$ cat config.mk
export PLATFORM = sky130hd
export DESIGN_NAME = serdes_tx_scheduler
export DESIGN_NICKNAME = d
export VERILOG_FILES = /design/src/rtl/serdes_tx_scheduler.sv
export SDC_FILE = /design/constraint.sdc
export NUM_CORES = 1
export LEC_CHECK = 0
export ABC_AREA = 0
export BUFFER_PORTS_ARGS = -buffer_cell sky130_fd_sc_hd__clkbuf_2
export CAP_MARGIN = 20
export CORE_ASPECT_RATIO = 0.7
export CORE_UTILIZATION = 39
export CTS_CLUSTER_SIZE = 24
export DETAILED_ROUTE_END_ITERATION = 8
export HOLD_SLACK_MARGIN = 0.12
export PLACE_DENSITY = 0.83
export SYNTH_ARGS = -nofsm -noshare
export SYNTH_HDL_FRONTEND = slang
export SYNTH_SLANG_ARGS = --single-unit
$ cat constraint.sdc
create_clock -name clock -period 1.6 [get_ports clock]
set_input_delay 0.24 -clock clock [delete_from_list [all_inputs] [get_ports clock]]
set_output_delay 0.24 -clock clock [all_outputs]
set_load 0.02 [all_outputs]
$ cat src/rtl/serdes_tx_scheduler.sv
// Transmit scheduler for a 16:1 serializer lane: round-robin arbitration among
// word sources, IDLE fill, and periodic SYNC insertion aligned to the load slot.
module serdes_tx_scheduler #(
    parameter int unsigned NUM_REQ       = 4,
    parameter int unsigned SYNC_INTERVAL = 8,
    parameter logic [15:0] IDLE_WORD     = 16'h00FF,
    parameter logic [15:0] SYNC_WORD     = 16'hF0F0
) (
    input  logic                    clock,
    input  logic                    reset,
    input  logic                    lane_en,
    input  logic [NUM_REQ-1:0]      req_valid,
    input  logic [16*NUM_REQ-1:0]   req_data,
    output logic [NUM_REQ-1:0]      req_ready,
    output logic                    ser_enable,
    output logic [15:0]             ser_din,
    output logic                    busy,
    output logic [3:0]              slot_cnt,
    output logic [2:0]              cur_src,
    output logic                    cur_is_data
);

    localparam int unsigned WORD_W    = 16;
    localparam int unsigned SLOT_W    = 4;
    localparam int unsigned SRC_W     = 3;
    localparam int unsigned IDX_W     = $clog2(NUM_REQ);
    localparam int unsigned SYNC_W    = (SYNC_INTERVAL > 1) ? $clog2(SYNC_INTERVAL) : 1;
    localparam logic [SLOT_W-1:0] LAST_SLOT = SLOT_W'(15);

    typedef enum logic {
        ST_IDLE = 1'b0,
        ST_RUN  = 1'b1
    } state_t;

    state_t              state_q;
    logic                en_q;
    logic [WORD_W-1:0]   din_q;
    logic [SLOT_W-1:0]   slot_q;
    logic [IDX_W-1:0]    rr_q;
    logic [SYNC_W-1:0]   sync_q;
    logic [SYNC_W-1:0]   sync_d;
    logic [SRC_W-1:0]    src_q;
    logic                is_data_q;

    logic                boundary_c;
    logic                load_c;
    logic                send_sync_c;
    logic                grant_c;
    logic                gnt_found;
    logic [IDX_W-1:0]    gnt_idx;
    logic [IDX_W-1:0]    cand;
    logic [WORD_W-1:0]   gnt_data;

    assign boundary_c  = ((state_q == ST_IDLE) && lane_en) ||
                         ((state_q == ST_RUN) && (slot_q == LAST_SLOT));
    assign load_c      = boundary_c && lane_en;
    assign send_sync_c = (sync_q == '0);
    assign grant_c     = load_c && !send_sync_c && gnt_found && !reset;
    assign sync_d      = (sync_q == SYNC_W'(SYNC_INTERVAL - 1)) ? '0 : sync_q + SYNC_W'(1);

    // Round-robin search starting one past the last granted source.
    always_comb begin
        gnt_found = 1'b0;
        gnt_idx   = '0;
        cand      = '0;
        for (int unsigned k = 1; k <= NUM_REQ; k++) begin
            cand = IDX_W'((32'(rr_q) + k) % NUM_REQ);
            if (!gnt_found && req_valid[cand]) begin
                gnt_found = 1'b1;
                gnt_idx   = cand;
            end
        end
    end

    always_comb begin
        gnt_data = '0;
        for (int unsigned i = 0; i < NUM_REQ; i++) begin
            if (gnt_idx == IDX_W'(i)) begin
                gnt_data = req_data[WORD_W*i +: WORD_W];
            end
        end
    end

    always_comb begin
        req_ready = '0;
        if (grant_c) begin
            req_ready = NUM_REQ'(1) << gnt_idx;
        end
    end

    // Lane FSM; ser_din only changes on boundary edges so the serializer loads a stable word.
    always_ff @(posedge clock) begin
        if (reset) begin
            state_q   <= ST_IDLE;
            en_q      <= 1'b0;
            din_q     <= IDLE_WORD;
            slot_q    <= '0;
            rr_q      <= IDX_W'(NUM_REQ - 1);
            sync_q    <= '0;
            src_q     <= '0;
            is_data_q <= 1'b0;
        end else begin
            if (state_q == ST_RUN) begin
                slot_q <= slot_q + SLOT_W'(1);
            end
            if (load_c) begin
                state_q <= ST_RUN;
                en_q    <= 1'b1;
                sync_q  <= sync_d;
                if (send_sync_c) begin
                    din_q     <= SYNC_WORD;
                    is_data_q <= 1'b0;
                end else if (gnt_found) begin
                    din_q     <= gnt_data;
                    rr_q      <= gnt_idx;
                    src_q     <= SRC_W'(gnt_idx);
                    is_data_q <= 1'b1;
                end else begin
                    din_q     <= IDLE_WORD;
                    is_data_q <= 1'b0;
                end
            end else if (boundary_c) begin
                // Stop only after the in-flight word has shifted its last bit.
                state_q   <= ST_IDLE;
                en_q      <= 1'b0;
                din_q     <= IDLE_WORD;
                slot_q    <= '0;
                sync_q    <= '0;
                is_data_q <= 1'b0;
            end
        end
    end

    assign ser_enable  = en_q;
    assign ser_din     = din_q;
    assign busy        = (state_q == ST_RUN);
    assign slot_cnt    = slot_q;
    assign cur_src     = src_q;
    assign cur_is_data = is_data_q;

endmodule

; ---- Word level (Yosys, flattened, before mapping)
; Cells that the tools add are included.
[word_totals]
register_bits = 29
latchBits = 0
ram_bits = 0
romBits = 0
input_bits = 71
mem_count = 0
[op_classes]
add_sub_neg = 6
mul = 0
n_div = 0
magnitude_cmp = 4
eq_ne = 5
shift = 1
muxes = 36
bitwise = 2
n_reduce_logical = 19
[op_table]
columns = op, n
row1 = 16-bit 2-to-1 mux, 8
row2 = 4-bit 2-to-1 mux, 4
row3 = 1-bit 2-to-1 mux, 13
row4 = "2-bit by 3-bit less-than comparator with 1-bit output, second input constant", 4
row5 = 1-bit logical AND, 9
row6 = 3-bit 2-to-1 mux, 3
row7 = 1-bit binary-select mux with 2-bit select, 4
row8 = 2-bit 2-to-1 mux, 4
row9 = 1-bit zero test, 5
row10 = "2-bit by 1-bit adder with 2-bit output, second input constant", 2
row11 = "2-bit adder, second input constant", 2
row12 = "4-bit by 1-bit adder with 4-bit output, second input constant", 1
row13 = "2-bit equality test, second input constant", 2
row14 = "4-bit equality test, second input constant", 1
row15 = "1-bit by 2-bit left shift with 4-bit output, first input constant", 1
row16 = "3-bit by 1-bit adder with 3-bit output, second input constant", 1
row17 = "3-bit equality test, second input constant", 1
row18 = 3-bit zero test, 1
row19 = 3-bit AND reduction, 1
row20 = "2-bit by 1-bit equality test with 1-bit output, second input constant", 1
row21 = 2-bit zero test, 1
row22 = 1-bit NOT, 2
row23 = 2-bit nonzero test, 1
row24 = 1-bit logical OR, 1

; ---- Logic depth before layout (Yosys ltp)
; Gate-level depths: netlist of run 1.
[logic_depth]
ltp_word = 21
ltp_mapped = 7
mapped_depth_nobuf = 6

; ---- Least setup slack after synthesis of run 1
; OpenSTA, ideal clock, no wires.
[synth_path]
path_kind = flip-flop to output port
startpoint = register slot_q[0], in the netlist slot_cnt[0]
endpoint = output port req_ready[0]
arrival_time_ns = 1.794
t_required_ns = 1.360
path_slack_ns = -0.434
path_stages_with_launch = 7
path_cell_list = dfxtp_1 -> ha_1 -> and3_1 -> o21ai_2 -> or3_4 -> buf_6 -> nor2_1
[synth_via]
elab_chain_cells = 8
[synth_lines]
columns = element, line_no
row1 = from (decl), 38  ; logic [SLOT_W-1:0] slot_q;
row2 = from (signal assigned), 104  ; slot_q <= slot_q + SLOT_W'(1);
row3 = 4-bit equality test, 55  ; ((state_q == ST_RUN) && (slot_q == LAST_SLOT));
row4 = 1-bit logical AND, 55
row5 = 1-bit logical OR, 54  ; assign boundary_c = ((state_q == ST_IDLE) && lane_en) ||
row6 = 1-bit logical AND, 56  ; assign load_c = boundary_c && lane_en;
row7 = 1-bit logical AND (3 in series), 58  ; assign grant_c = load_c && !send_sync_c && gnt_found && !reset;
row8 = 4-bit 2-to-1 mux, 86  ; if (grant_c) begin
row9 = to (decl), 14  ; output logic [NUM_REQ-1:0] req_ready,
; Every way passes these cells.

; ---- Worst setup path after layout of run 1
[layout_path]
startpoint = register slot_q[0], in the netlist slot_cnt[0]
endpoint = output port req_ready[2]
; The elaborated chain is that of the path after synthesis.

==> metrics, run 1 <==
Post-synth EDFFs=0; Vias per Instance=5.35; Hold Crit Depth=3; register area share after synthesis=35.0%; pre-CTS WS=-0.116 ns; IO Port Bufs=99; Initial Util=41.5%; gr usage total=24.8%; die area=4520 µm²; worst IR drop on VDD=0.540 mV; hold slack=0.241 ns; post-synth top area cell=dfxtp_1; Worst path max stage delay=0.46 ns; post-detailed-route DRC marker count=0; core outline area=3990 µm²; largest net degree at the start of global routing=11; CP endpoint kind=primary output; final setup skew=0.00558 ns; Final Worst Setup Slack=-0.375 ns; Critical Path RT=1.36 ns; Pwr Total=1990 µW; number of CTS-inserted buffers=5; R2R cell count=7; total routed wirelength=5570 µm; RSZ-0062 raised after global routing=true; met3 wire len=316 µm; achievable clock frequency=0.506 GHz; Synth Register Bits=29; CTS tree=built; CTS Hold Bufs=0; crit start category=register; Initial DRT Pass Iterations=4; cells after synthesis=200; Final Core Density=69.8%; Hold Path Sink=ser_din[5]; Comb power frac=30.5%; post-route clock period utilization=123%; Flop pwr share=40.4%; Final Instance Area=2790 µm²; synthesized area=1660 µm²; P_int=1360 µW; CTS Buffer Depth=2; synth unique cells=43; I/O pin total=101; row cnt=19; drt initial violations=90; Post-synth ARST share=0%; Psw=630 µW; number of fill cells=314; share of the synthesized area in the top cell type=35.0%; die height=56.6 µm; area grow syn2layout=68.1%; number of global-route vias before repair=1,871; final-report max-slew violation count=0; synth warn=0; failing checks=negative setup slack; routed wl met2=2660 µm; clk_lat worst skew=0.28 ns; most common cell in the netlist=dfxtp_1; Die Width=79.9 µm; Metal-1 WL=2520 µm; dpl hpwl=4030 µm; max-cap viol count=0; layout cells sized above 1=57.4%; DR top layer=met4; Hold Fails Final Rpt=0; Post-Syn Area per Cell=8.29 µm²; top_reg_cell synth=dfxtp_1; FF-to-FF End=ser_din[5]; WL/cell=14.4 µm; CTS sink count=29; Power Dens Cells=716 nW/µm²; Net count, final=410; Clock Pin Slew Worst Setup and Hold Paths=0.06 ns; global-route wire length before repair=8420 µm; final setup fails=25; H-tree Lvls=2; Synth top cells by count=29 x dfxtp_1, 22 x nor2_1, 18 x nand2_1, 14 x a22oi_1, 13 x o22ai_1; global route overflow=0; routed vias=2,075; Area after DPL=2480 µm²; type of the tightest min-delay check=input port to register; Ant. Diodes=0; worst-path fanout max=5; initial antenna violation count=0; Synth area leaders=dfxtp_1 35%, a22oi_1 6.3%, nor2_1 5.0%; Root Driver=clkbuf_8; Critical Path AT=1.74 ns; worst path cell trace=ha_4 > and3_4 > o21ai_4 > or3_4 > nor2_4 > buf_8; syn_nets=275; clock share of power=29.2%; Hold Startpoint=req_data[53]; Final GP Congestion=0.854; critical path's top delay family=simple AND/OR/NAND/NOR gates; Leakage Power=0.00128 µW; Final Critical Period=1.98 ns; type of the worst setup path=register to primary output; crit path buf inv count=1; switching share of power=31.6%; slowest library cell on the worst path=or3_4; Post-DRT Antenna Nets=0; reg-to-reg slack, setup=-0.24 ns; Reg2Reg Launch Point=slot_cnt[0]; status=finished with violations
[cells in the final DEF (no fill, tap or decap), types with 3 or more instances in the layout]
cell / count
nand2_1: 16
dfxtp_2: 4
buf_6: 4
a21oi_1: 8
clkbuf_8: 5
buf_4: 38
nor3_1: 5
o31ai_2: 4
inv_1: 6
a221oi_2: 3
nand2b_1: 3
o21ai_0: 6
clkbuf_2: 95
a31oi_1: 4
clkbuf_1: 3
nor2_1: 18
a22oi_1: 13
o22ai_1: 13
o211ai_1: 4
buf_8: 4
nand3_1: 3
o221ai_2: 4
dfxtp_1: 23
nor2_4: 4
[metrics by stage]
| step | TNS [ns] | cells |
|---|---|---|
| after floorplan | -0.621 | 200 |
| after global placement | -0.971 | 371 |
| after detailed placement | -1.64 | 371 |
| after CTS | -4.16 | 385 |
| after global routing | -5.61 | 388 |
| final | -3.77 | 388 |
[repair_timing]
item                       CTS  global route
buffers inserted             7             3
pin swaps                   14             4
gates resized for setup     25            16
setup endpoints to repair   24            28
[worst max path at each step]
| stage | from | slack [ns] | end | cells past startpoint |
|---|---|---|---|---|
| after floorplan | slot_cnt[0] | -0.11 | req_ready[0] | 6 |
| after CTS | slot_cnt[0] | -0.40 | req_ready[2] | 6 |
| after detailed placement | rr_q[0] | -0.12 | ser_din[2] | 5 |
| final | slot_cnt[0] | -0.38 | req_ready[2] | 6 |
| after global routing | slot_cnt[0] | -0.43 | req_ready[2] | 6 |
| after global placement | slot_cnt[0] | -0.09 | req_ready[3] | 6 |
[logic make-up (layout without fill, tap and decap cells)]
family,Yosys count,count (layout),synth area share [%]
AND/OR/NAND/NOR,65,65,19.2
AO/OA/AOI/OAI,73,73,32.8
other,1,1,0.226
flip-flops,29,29,35.0
adder cells (fa/ha/maj),4,4,3.02
buffers and inverters,23,159,7.02
XOR/XNOR,3,3,1.59
multiplexers,2,2,1.21
[registers in the layout, summed over array words and instances, names as in the netlist]
name	count
ser_enable	1
sync_q	3
slot_cnt	4
rr_q	2
cur_is_data	1
cur_src	2
ser_din	16
[power groups by stage]
stage          Clock, µW  Sequential (µW)  Combinational [µW]
5_1_grt              637              812                 651
2_1_floorplan          0              872                 243
3_3_place_gp           0              817                 538
3_5_place_dp           0              819                 547
6_report             582              805                 607
4_1_cts              595              804                 583
[per-layer routing]
layer | vias up | GRT usage (%)
met5 | - | 0
met4 | 0 | 8.16
met3 | 8 | 6.34
met2 | 85 | 43.8
met1 | 964 | 29.2
li1 | 1018 | -
[tightest hold or removal path, delay by kind of cell]
kind	cells	cell delay, ns
buffers and inverters	1	0.07
AOI/OAI and AO/OA	2	0.17
[area by class of cell]
| cell class | instances | area (µm²) | area share [%] |
|---|---|---|---|
| Multi-Input combinational cell | 148 | 1110 | 39.9 |
| Timing Repair Buffer | 143 | 906 | 32.5 |
| Sequential cell | 29 | 593 | 21.3 |
| Clock buffer | 8 | 80.1 | 2.87 |
| Tap cell | 52 | 65.1 | 2.33 |
| Inverter | 8 | 30.0 | 1.08 |
(Power assumes the default switching activity.)
==> run 2, diff against run 1 <==
--- a/config.mk
+++ b/config.mk
@@ -14,6 +14,7 @@
 export DETAILED_ROUTE_END_ITERATION = 8
 export HOLD_SLACK_MARGIN = 0.12
 export PLACE_DENSITY = 0.83
+export RECOVER_POWER = 100
 export SYNTH_ARGS = -nofsm -noshare
 export SYNTH_HDL_FRONTEND = slang
 export SYNTH_SLANG_ARGS = --single-unit
==> constraint.sdc (replaced) <==
create_clock -name clock -period 1.69 [get_ports clock]
set_input_delay 0.2535 -clock clock [delete_from_list [all_inputs] [get_ports clock]]
set_output_delay 0.2535 -clock clock [all_outputs]
set_load 0.02 [all_outputs]
==> run 2 against run 1 <==
Register-to-register slack improved by 0.09 ns. Die area unchanged. Wire length decreased by 2.6%. Clock-buffer cell count decreased by 1. Critical endpoint unchanged. Global-route usage decreased by 1.3 points. Critical path type unchanged. Final cell count decreased by 3.1%. The run still ends with negative setup slack left. Clock skew increased by 0.0011 ns.
==> metrics, run 2 (same netlist as run 1, synthesis figures left out) <==
status=finished with violations; H-tree Lvls=2 (unchanged); Reg2Reg Launch Point=slot_cnt[1]; Post-DRT Antenna Nets=0 (unchanged); CTS tree=built; type of the worst setup path=register to primary output; Leakage Power=0.00114 µW (-11%); most common cell after layout, fill and taps aside=clkbuf_2; Final GP Congestion=0.860 (+0.70%); Power Dens Cells=714 nW/µm² (-0.22%); routed vias=2,018 (-2.7%); clk_lat worst skew=0.28 ns (about the same); post-detailed-route DRC marker count=0 (unchanged); CTS sink count=29 (unchanged); Final Instance Area=2600 µm² (-6.6%); global-route wire length before repair=8040 µm (-4.5%); core outline area=3990 µm² (unchanged); critical path's top delay family=simple AND/OR/NAND/NOR gates; most frequent cells in the layout=72 x clkbuf_2, 32 x buf_4, 24 x clkbuf_1, 24 x dfxtp_1; largest net degree at the start of global routing=11 (unchanged); RSZ-0062 raised after global routing=true; max-cap viol count=0 (unchanged); reg-to-reg slack, setup=-0.15 ns (+0.09 ns); crit start category=register; Vias per Instance=5.37 (+0.36%); Hold Crit Depth=3 (unchanged); number of CTS-inserted buffers=5 (unchanged); Die Width=79.9 µm (unchanged); Final Worst Setup Slack=-0.274 ns (+0.101 ns); final setup skew=0.00672 ns (+0.00115 ns); dpl hpwl=4000 µm (-0.86%); Hold Startpoint=req_data[39]; type of the tightest min-delay check=input port to register; area grow syn2layout=56.9%; slowest library cell on the worst path=or3_4; Worst path max stage delay=0.46 ns (about the same); Initial DRT Pass Iterations=4 (unchanged); Final Critical Period=1.96 ns; worst-path fanout max=6 (+1); CP endpoint kind=primary output; WL/cell=14.4 µm (+0.47%); Net count, final=399 (-2.7%); Hold Path Sink=ser_din[7]; crit path buf inv count=1 (unchanged); worst IR drop on VDD=0.462 mV (-14%); number of fill cells=351 (+12%); initial antenna violation count=0 (unchanged); row cnt=19 (unchanged); die area=4520 µm² (unchanged); FF-to-FF End=ser_din[8]; achievable clock frequency=0.509 GHz; post-route clock period utilization=116%; Pwr Total=1860 µW (-6.9%); Root Driver=clkbuf_8; total routed wirelength=5430 µm (-2.6%); global route overflow=0 (unchanged); drt initial violations=121 (+34%); Largest register FFs=16 (unchanged); Clock Pin Slew Worst Setup and Hold Paths=0.06 ns (about the same); IO Port Bufs=99 (unchanged); Critical Path AT=1.71 ns (-0.03 ns); final-report max-slew violation count=0 (unchanged); Final Non-Filler Cells=376 (-3.1%); die height=56.6 µm (unchanged); layout cells sized above 1=44.1% (-13 points); Critical Path RT=1.44 ns (+0.08 ns); worst path cell trace=ha_4 > and3_4 > o21ai_4 > or3_4 > nor2_4 > buf_8; CTS Buffer Depth=2 (unchanged); gr usage total=23.5% (-1.3 points); failing checks=negative setup slack; I/O pin total=101 (unchanged); final setup fails=17 (-32%); Initial Util=41.5% (unchanged); Ant. Diodes=0 (unchanged); number of global-route vias before repair=1,724 (-7.9%); post-placement cell count=364 (-1.9%); Area after DPL=2420 µm² (-2.7%); R2R cell count=7 (unchanged); Hold Fails Final Rpt=0 (unchanged)
==> run 2: changes by cell type in the layout (fill, tap and decap cells not counted), sizes merged <==
cell / previous run / this run
buf: 48 / 37
clkbuf: 103 / 102
==> run 2: tightest hold or removal path: stages <==
cell and delay (ns):
clkbuf_2 0.08, a221oi_2 0.05, a21oi_1 0.10
==> run 2: metal layers <==
layer,GRT usage [%],vias up,part of all wire (%)
met3,5.20,7,8.1
met1,30.8,924,43
li1,-,993,-
met5,0,-,0
met4,6.89,0,1.0
met2,38.6,94,48
==> run 2: cell type report <==
cell class	count	area (µm²)	share of cell area [%]
multi-input combinational	148	1060	40.8
tap	52	65.1	2.50
timing repair buffer	132	767	29.5
inverter	8	30.0	1.15
clock buffer	7	86.3	3.32
sequential	29	592	22.8
==> run 2: metrics by stage <==
step                TNS [ns]  hold WS, ns  setup slack, ns  utilization (%)
floorplan             -0.141        0.371          -0.0352                -
global placement     -0.0551        0.444          -0.0206             60.6
detailed placement    -0.340        0.452          -0.0665             60.6
CTS                    -1.94        0.247           -0.306             64.8
global route           -3.98        0.263           -0.330             65.1
finish                 -2.32        0.253           -0.274             65.1
==> run 2: report_power, final <==
group | switching, µW | internal (µW) | leakage [µW]
combinational | 295 | 228 | 0.000856
clock | 252 | 322 | 0.0000443
sequential | 29.3 | 732 | 0.000241
total | 576 | 1280 | 0.00114
==> run 2: what timing repair did <==
item | 4_1_cts | 5_1_grt
pin swaps | 10 | 6
cloned | 0 | 0
gates resized for setup | 12 | 9
setup endpoints to repair | 14 | 24
hold buffers | 0 | 0
setup buffers | 5 | 2
==> run 2: how the worst max path moves through the flow <==
stage / from / end / slack [ns] / cells after the start
5_1_grt: slot_cnt[1] / req_ready[2] / -0.33 / 6
6_report: slot_cnt[1] / req_ready[2] / -0.27 / 6
4_1_cts: slot_cnt[1] / req_ready[3] / -0.31 / 6
3_5_place_dp: sync_q[0] / ser_din[11] / -0.07 / 6
2_1_floorplan: slot_cnt[0] / req_ready[0] / -0.04 / 6
3_3_place_gp: slot_cnt[0] / req_ready[3] / -0.02 / 6
==> run 3, diff against run 2 <==
--- a/config.mk
+++ b/config.mk
@@ -15,6 +15,8 @@
 export HOLD_SLACK_MARGIN = 0.12
 export PLACE_DENSITY = 0.83
 export RECOVER_POWER = 100
+export SKIP_CTS_REPAIR_TIMING = 1
+export SLEW_MARGIN = 20
 export SYNTH_ARGS = -nofsm -noshare
 export SYNTH_HDL_FRONTEND = slang
 export SYNTH_SLANG_ARGS = --single-unit
==> run 3 against run 2 <==
The flow still finishes with violations (negative setup slack). First-iteration DRC count grew 12%. Final cell count shrank 0.80%. Combinational power shrank 2%. Non-clock buffer count shrank 3. Maximum frequency shrank 1.5%. Flip-flop and latch count is the same. Worst hold slack gained 0.0012 ns. Setup slack lost 0.031 ns. Largest power group unchanged.
==> metrics, run 3 (same netlist as run 1, synthesis figures left out) <==
status=finished with violations; failing checks=negative setup slack; Hold Startpoint=req_data[39]; Vias per Instance=5.31 (-1.1%); post-placement cell count=364 (unchanged); H-tree Lvls=2 (unchanged); routed vias=1,979 (-1.9%); Net count, final=396 (-0.75%); number of CTS-inserted buffers=5 (unchanged); FF-to-FF End=ser_din[5]; P_int=1280 µW (-0.36%); type of the tightest min-delay check=input port to register; Largest register FFs=16 (unchanged); Hold Path Sink=ser_din[7]; drt initial violations=135 (+12%); largest net degree at the start of global routing=11 (unchanged); CP endpoint kind=primary output; post-route clock period utilization=118% (+1.8 points); Final Worst Setup Slack=-0.304 ns (-0.0305 ns); Initial Util=41.5% (unchanged); max-cap viol count=0 (unchanged); Critical Path RT=1.44 ns (about the same); area grow syn2layout=54.0%; most frequent cells in the layout=76 x clkbuf_2, 29 x buf_4, 24 x dfxtp_1, 20 x clkbuf_1; Final GP Congestion=0.860 (unchanged); Die Width=79.9 µm (unchanged); Critical Path Start=slot_cnt[1]; Initial DRT Pass Iterations=4 (unchanged); CTS sink count=29 (unchanged); Comb power frac=27.7% (-0.4 points); dpl hpwl=4000 µm (unchanged); Leakage Power=0.00113 µW (-0.53%); Hold Fails Final Rpt=0 (unchanged); R2R cell count=7 (unchanged); Final Critical Period=1.99 ns (+0.0305 ns); RSZ-0062 raised after global routing=true; Flop pwr share=41.4% (+0.4 points); final-report max-slew violation count=0 (unchanged); Ant. Diodes=0 (unchanged); worst IR drop on VDD=0.469 mV (+1.4%); CTS tree=built; global route overflow=0 (unchanged); final setup skew=0.00599 ns (-0.000734 ns); Clock Pin Slew Worst Setup and Hold Paths=0.06 ns (about the same); post-detailed-route DRC marker count=0 (unchanged); clock share of power=31.0% (about the same); clk_lat worst skew=0.28 ns (about the same); IO Port Bufs=99 (unchanged); row cnt=19 (unchanged); Psw=563 µW (-2.1%); gr usage total=22.4% (-1.1 points); WL/cell=13.8 µm (-4.2%); reg-to-reg slack, setup=-0.14 ns (about the same); Final Core Density=63.9% (-1.2 points); pre-CTS WS=-0.0665 ns (unchanged); achievable clock frequency=0.501 GHz (-1.5%); I/O pin total=101 (unchanged); most common cell after layout, fill and taps aside=clkbuf_2; Pwr Total=1840 µW (-0.90%); total routed wirelength=5150 µm (-5.0%); hold slack=0.254 ns (+0.00116 ns); Post-DRT Antenna Nets=0 (unchanged); crit start category=register; number of global-route vias before repair=1,673 (-3.0%); global-route wire length before repair=7690 µm (-4.3%); switching share of power=30.6% (-0.38 points); CTS Buffer Depth=2 (unchanged); Reg2Reg Launch Point=slot_cnt[1]; die area=4520 µm² (unchanged); die height=56.6 µm (unchanged); Root Driver=clkbuf_8; worst-path fanout max=6 (unchanged); core outline area=3990 µm² (unchanged); initial antenna violation count=0 (unchanged); Power Dens Cells=721 nW/µm² (+0.94%); Critical Path AT=1.74 ns (+0.03 ns); type of the worst setup path=register to primary output; final setup fails=12 (-5); Final Non-Filler Cells=373 (-0.80%); Hold Crit Depth=3 (unchanged); layout cells sized above 1=45.5% (+1.3 points)
==> run 3: cell count changes in the layout (fill, tap and decap cells not counted), moves of 3 or more <==
cell	change
clkbuf_1	-4
buf_4	-3
clkbuf_2	+4
buf_6	+4
buf_8	-4
==> run 3: how the worst max path moves through the flow <==
stage / slack, ns / to / depth (start not counted)
2_1_floorplan: -0.04 / req_ready[0] / 6
3_3_place_gp: -0.02 / req_ready[3] / 6
3_5_place_dp: -0.07 / ser_din[11] / 6
4_1_cts: -0.35 / req_ready[3] / 6
5_1_grt: -0.35 / req_ready[2] / 6
6_report: -0.30 / req_ready[2] / 6
==> run 3: final cells by class <==
class                      count  area [µm²]
sequential                    29         592
tap                           52        65.1
timing repair buffer         129         734
inverter                       8        30.0
multi-input combinational    148        1050
clock buffer                   7        86.3
fill                         358        1440
==> run 3: worst max-delay path, stage by stage, from the launching register on <==
cell and delay, ns:
dfxtp_4 0.36, ha_4 0.13, and3_4 0.19, o21ai_4 0.05, or3_4 0.46, nor2_4 0.13, buf_6 0.13
==> run 3: metal layers <==
| layer | share of wire, % | track usage (%) | vias to the layer above |
|---|---|---|---|
| li1 | - | - | 981 |
| met1 | 46 | 29.9 | 895 |
| met2 | 45 | 35.9 | 98 |
| met3 | 8.0 | 5.20 | 5 |
| met4 | 0.85 | 6.89 | 0 |
| met5 | 0 | 0 | - |
==> run 3: metrics by stage <==
stage          setup TNS [ns]  cell area, µm²
5_1_grt                 -2.62            2550
3_3_place_gp          -0.0551            2420
4_1_cts                 -1.67            2500
6_report                -1.62            2550
2_1_floorplan          -0.141            1730
3_5_place_dp           -0.340            2420
==> run 3: power by group through the flow <==
stage          combinational [µW]  sequential (µW)  clock (µW)
3_5_place_dp                  505              775           0
4_1_cts                       507              761         583
3_3_place_gp                  495              774           0
6_report                      509              762         570
5_1_grt                       552              767         623
2_1_floorplan                 231              825           0
